## src/rtl/sdram_rd_stream_ctrl.sv

```systemverilog
// Read-FIFO consumer: requests SDRAM read bursts and drains the FIFO into a framed valid/ready stream.
// Optional: define SDRAM_RD_UNDERRUN_CNT_EN to build the stream underrun counter.
module sdram_rd_stream_ctrl #(
    parameter int DATA_WIDTH = 16,
    parameter int FIFO_DEPTH = 512,
    parameter int BURST_LEN  = 256,
    parameter int LINE_WORDS = 640,
    parameter int LINE_NUM   = 480,
    parameter int ADDR_WIDTH = 24,
    parameter logic [ADDR_WIDTH-1:0] BASE_ADDR = '0,
    parameter int SETTLE_CYC = 4
) (
    input  logic                  clkr,
    input  logic                  rst,
    input  logic                  frame_start,
    output logic                  busy,
    output logic                  rd_req,
    output logic [ADDR_WIDTH-1:0] rd_addr,
    input  logic                  rd_ack,
    input  logic                  rd_done,
    input  logic [DATA_WIDTH-1:0] fifo_dout,
    input  logic                  fifo_empty,
    input  logic [9:0]            fifo_rdusedw,
    output logic                  fifo_re,
    output logic [DATA_WIDTH-1:0] m_data,
    output logic                  m_valid,
    input  logic                  m_ready,
    output logic                  m_sof,
    output logic                  m_eol,
    output logic                  m_eof,
    output logic [15:0]           underrun_cnt
);

    // state     | meaning
    // ST_IDLE   | no burst outstanding; request when frame needs data and FIFO has room
    // ST_REQ    | rd_req held with stable rd_addr until rd_ack
    // ST_WAIT   | burst accepted, waiting for last word written (rd_done)
    // ST_SETTLE | down-count while rdusedw catches up across the synchroniser
    // Output stage: m_valid=0 empty / m_valid=1 holding a word; eof_loaded blocks loads until next frame.
    typedef enum logic [1:0] {ST_IDLE, ST_REQ, ST_WAIT, ST_SETTLE} req_state_t;

    localparam int FRAME_WORDS = LINE_WORDS * LINE_NUM;
    localparam int CNT_W = $clog2(FRAME_WORDS + 1);
    localparam int X_W   = (LINE_WORDS > 1) ? $clog2(LINE_WORDS) : 1;
    localparam int Y_W   = (LINE_NUM > 1) ? $clog2(LINE_NUM) : 1;
    localparam int S_W   = (SETTLE_CYC > 1) ? $clog2(SETTLE_CYC) : 1;

    localparam logic [CNT_W-1:0]      FRAME_C = CNT_W'(FRAME_WORDS);
    localparam logic [CNT_W-1:0]      BURST_C = CNT_W'(BURST_LEN);
    localparam logic [ADDR_WIDTH-1:0] BURST_A = ADDR_WIDTH'(BURST_LEN);
    localparam logic [9:0]            LVL_MAX = 10'(FIFO_DEPTH - BURST_LEN);
    localparam logic [X_W-1:0]        X_LAST  = X_W'(LINE_WORDS - 1);
    localparam logic [Y_W-1:0]        Y_LAST  = Y_W'(LINE_NUM - 1);
    localparam logic [S_W-1:0]        S_LOAD  = S_W'(SETTLE_CYC - 1);

    req_state_t       state;
    logic [CNT_W-1:0] req_cnt;
    logic [S_W-1:0]   settle_cnt;
    logic [X_W-1:0]   x;
    logic [Y_W-1:0]   y;
    logic             eof_loaded;
    logic             load;
    logic             x_last;
    logic             y_last;

    assign x_last  = (x == X_LAST);
    assign y_last  = (y == Y_LAST);
    assign load    = busy & ~fifo_empty & (~m_valid | m_ready) & ~eof_loaded;
    assign fifo_re = load;

    always_ff @(posedge clkr) begin
        if (rst) begin
            state      <= ST_IDLE;
            rd_req     <= 1'b0;
            rd_addr    <= BASE_ADDR;
            req_cnt    <= '0;
            settle_cnt <= '0;
            busy       <= 1'b0;
            eof_loaded <= 1'b0;
            x          <= '0;
            y          <= '0;
            m_data     <= '0;
            m_valid    <= 1'b0;
            m_sof      <= 1'b0;
            m_eol      <= 1'b0;
            m_eof      <= 1'b0;
        end else begin
            case (state)
                ST_IDLE: begin
                    if (busy && (req_cnt < FRAME_C) && (fifo_rdusedw <= LVL_MAX)) begin
                        state  <= ST_REQ;
                        rd_req <= 1'b1;
                    end
                end
                ST_REQ: begin
                    if (rd_ack) begin
                        rd_req  <= 1'b0;
                        req_cnt <= req_cnt + BURST_C;
                        state   <= ST_WAIT;
                    end
                end
                ST_WAIT: begin
                    if (rd_done) begin
                        rd_addr    <= rd_addr + BURST_A;
                        settle_cnt <= S_LOAD;
                        state      <= ST_SETTLE;
                    end
                end
                ST_SETTLE: begin
                    if (settle_cnt == '0) state <= ST_IDLE;
                    else                  settle_cnt <= settle_cnt - 1'b1;
                end
                default: begin
                    state  <= ST_IDLE;
                    rd_req <= 1'b0;
                end
            endcase

            if (load) begin
                m_data  <= fifo_dout;
                m_valid <= 1'b1;
                m_sof   <= (x == '0) && (y == '0);
                m_eol   <= x_last;
                m_eof   <= x_last && y_last;
                if (x_last) begin
                    x <= '0;
                    y <= y_last ? '0 : y + 1'b1;
                end else begin
                    x <= x + 1'b1;
                end
                if (x_last && y_last) eof_loaded <= 1'b1;
            end else if (m_ready) begin
                m_valid <= 1'b0;
            end

            if (m_valid && m_ready && m_eof) busy <= 1'b0;

            // A start while busy is dropped so an in-flight frame is never re-aligned.
            if (frame_start && !busy) begin
                busy       <= 1'b1;
                rd_addr    <= BASE_ADDR;
                req_cnt    <= '0;
                x          <= '0;
                y          <= '0;
                eof_loaded <= 1'b0;
            end
        end
    end

`ifdef SDRAM_RD_UNDERRUN_CNT_EN
    always_ff @(posedge clkr) begin
        if (rst) begin
            underrun_cnt <= '0;
        end else if (frame_start && !busy) begin
            underrun_cnt <= '0;
        end else if (busy && m_ready && !m_valid && fifo_empty &&
                     ((x != '0) || (y != '0)) && (underrun_cnt != 16'hFFFF)) begin
            underrun_cnt <= underrun_cnt + 1'b1;
        end
    end
`else
    assign underrun_cnt = '0;
`endif

endmodule

```

## config.mk

```make
export PLATFORM = sky130hd
export DESIGN_NAME = sdram_rd_stream_ctrl
export DESIGN_NICKNAME = d
export VERILOG_FILES = /design/src/rtl/sdram_rd_stream_ctrl.sv
export SDC_FILE = /design/constraint.sdc
export NUM_CORES = 1
export LEC_CHECK = 0
export CAP_MARGIN = 10
export CORE_MARGIN = 8
export CORE_UTILIZATION = 52
export DETAILED_ROUTE_END_ITERATION = 7
export PLACE_DENSITY_LB_ADDON = 0.25
export SLEW_MARGIN = 5
export SYNTH_ARGS = -nofsm -noshare
export SYNTH_HDL_FRONTEND = slang
export SYNTH_SLANG_ARGS = --single-unit
```

## constraint.sdc

```tcl
create_clock -name clkr -period 5.1 [get_ports clkr]
set_input_delay 1.02 -clock clkr [delete_from_list [all_inputs] [get_ports clkr]]
set_output_delay 1.02 -clock clkr [all_outputs]
set_load 0.1 [all_outputs]
```

==> impl_metrics.json <==
{
  "worst-path-max-fanout": 19,
  "rsz0062_at_grt": "false",
  "coreArea_um2": 6720,
  "yosys_warnings": 0,
  "layoutNonFillerInstCount": 590,
  "cp.buffers_inverters": 3,
  "finalHoldViolCount": 0,
  "synth_edf_count": 0,
  "ioPinCount": 96,
  "clock.fmax_mhz": 286,
  "cts_buffer_depth": 2,
  "vias": 3282,
  "gp_congestion": 0.861,
  "fp.dieH_um": 98.9,
  "htreeDepth": 3,
  "layout-drive-gt1-share_pct": 5.49,
  "endpoint_kind": "output pin",
  "post_cts_resized": 0,
  "drt_iter0_drc": 176,
  "syn2layout_area_growth_pct": 25.6,
  "cts_tree": "done",
  "grt_pass1_vias": 3159,
  "drt_first_pass_iters": 5,
  "clock_latency_ps": 340,
  "slowest_delay_ps": 430,
  "p_leak_nw": 1.48,
  "antenna_found_initial": 0,
  "via_per_inst": 5.56,
  "yosysSeqAreaShare_pct": 40.9,
  "cpLargestDelayFamily": "buffers and inverters",
  "rows": 30,
  "die_w_um": 98.9,
  "routed_wl_um": 8950,
  "relSlewSlack_pct": 31.0,
  "timing.final.crit_period_ps": 3490,
  "finalMaxSlewViolations": 0,
  "grt_first_pass_wirelength_um": 14800,
  "cp-start-kind": "input port",
  "setup_tns_ps": 0,
  "final_common_cell": "dfxtp_1",
  "crit_chain": "clkdlybuf4s50_1 -> nor3b_2 -> nand2_1 -> inv_2 -> buf_4",
  "layout_common_cells": "73 x dfxtp_1, 70 x clkdlybuf4s50_1, 60 x nand2_1",
  "total_power_w": 0.00134,
  "synthFlopType": "dfxtp_1",
  "postSynthCellCount": 434,
  "hold_slack_ps": 457,
  "grt_max_degree": 40,
  "crit_required_ps": 4080,
  "max-cap-violations": 0,
  "n_antenna_cell": 0,
  "synth_cell_type_count": 54,
  "dp_cells": 574,
  "grt.overflow.total": 0,
  "track_usage_pct": 18.2,
  "start_util_pct": 53.2,
  "wire_per_inst_um": 15.2,
  "slowest_stage": "clkdlybuf4s50_1",
  "peakVddDrop_mv": 0.171,
  "cts_buffers": 9,
  "dieArea_um2": 9780,
  "hpwl_um": 6450,
  "ys_seq_elements": 73,
  "pwr_density_cell_nw_per_um2": 299,
  "async_flop_share_pct": 0,
  "setup_viol": 0,
  "portBuffers": 71,
  "worstHoldPathType": "reg -> reg",
  "worst_clock_skew_ps": 12.9,
  "synth.avg_cell_area_um2": 8.24,
  "syn_area_um2": 3570,
  "ctsHoldBuffers": 0,
  "post-route-drc-count": 0,
  "cts_setup_buffers": 0,
  "status": "finished, final reports clean",
  "layout_worst_path_cycle_share_pct": 68.5,
  "cts_root_buf": "clkbuf_8",
  "clock-sinks": 73,
  "path_class": "in -> out",
  "ant_nets": 0,
  "worstPathArrival_ps": 2470,
  "clk_pin_slew_worst_paths_ps": 80,
  "nets": 549,
  "worst_pin_slew_ps": 1030
}
-- report_power, final --
group / switching [W] / leakage (nW) / internal, W
combinational: 0.000188 / 0.786 / 0.0000538
clock: 0.000210 / 0.109 / 0.000303
sequential: 0.00000825 / 0.590 / 0.000580
-- cells by family (layout without fill, tap and decap cells) --
| logic type | after synthesis | in the layout | synth area share (%) |
|---|---|---|---|
| and+or+nand+nor | 190 | 190 | 27.2 |
| AOI/OAI and AO/OA | 76 | 76 | 12.8 |
| xor gates and xnor gates | 24 | 24 | 5.88 |
| muxes | 3 | 3 | 0.840 |
| DFF | 73 | 73 | 40.9 |
| adders and majority gates | 11 | 11 | 3.85 |
| other | 1 | 24 | 0.105 |
| buffers and inverters | 56 | 109 | 8.44 |
-- final cells by class --
type                       count  area, um2
tap                           80        100
inverter                      20       75.1
multi-input combinational    328       1900
timing repair buffer          73        723
fill                         568       2230
sequential                    73       1460
clock buffer                  12        155
clock inverter                 4       75.1
-- through the flow --
stage | utilization, % | setup WS, ps | cell area, um2
2_1_floorplan | - | 1910 | 3660
3_3_place_gp | 63.4 | 1660 | 4260
3_5_place_dp | 63.4 | 1620 | 4260
4_1_cts | 66.8 | 1610 | 4490
5_1_grt | 66.8 | 1520 | 4490
6_report | 66.8 | 1610 | 4490
-- registers in the layout, indices dropped and copies added (netlist names), 2 cells and up --
register / cells
rd_addr: 16
m_data: 16
y: 9
x: 10
req_cnt: 11
state: 2
settle_cnt: 2
-- final timing paths --
check	slack, ps	cells past startpoint	startpoint	to
max reg2reg	2980	4	busy	eof_loaded
min reg2reg	460	2	m_sof	m_sof
min	460	2	m_sof	m_sof
max	1610	5	fifo_empty	fifo_re
-- routing by layer --
metal  part of all wire, %  routed length, um  GRT usage, %
met5                     0                  0             0
met4                  0.78                 70          6.26
met3                   5.3                471          3.45
met2                    51               4560          32.5
met1                    43               3840          20.9
-- synth_stat cells, types with 6 or more instances --
| library cell | n | area, um2 |
|---|---|---|
| dfxtp_1 | 73 | 1460 |
| nand2_1 | 60 | 225 |
| a21oi_1 | 42 | 210 |
| nor2_1 | 35 | 131 |
| buf_4 | 24 | 180 |
| inv_1 | 19 | 71.3 |
| xnor2_1 | 18 | 158 |
| nand3_1 | 16 | 80.1 |
| nand4_1 | 12 | 75.1 |
| ha_1 | 11 | 138 |
| nor4_1 | 11 | 68.8 |
| clkbuf_1 | 10 | 37.5 |
| nor3_1 | 10 | 50.1 |
| or4_1 | 10 | 75.1 |
| o21ai_0 | 9 | 45.0 |
| o31ai_1 | 7 | 52.6 |
| or3_1 | 7 | 43.8 |
| and3_1 | 6 | 37.5 |
| xor2_1 | 6 | 52.6 |
-- tightest hold or removal path: stages, from the launching register on --
cell and delay, ps:
dfxtp_1 310, nand2_1 50, a21oi_1 50
Power figures use the tool's default switching activity.
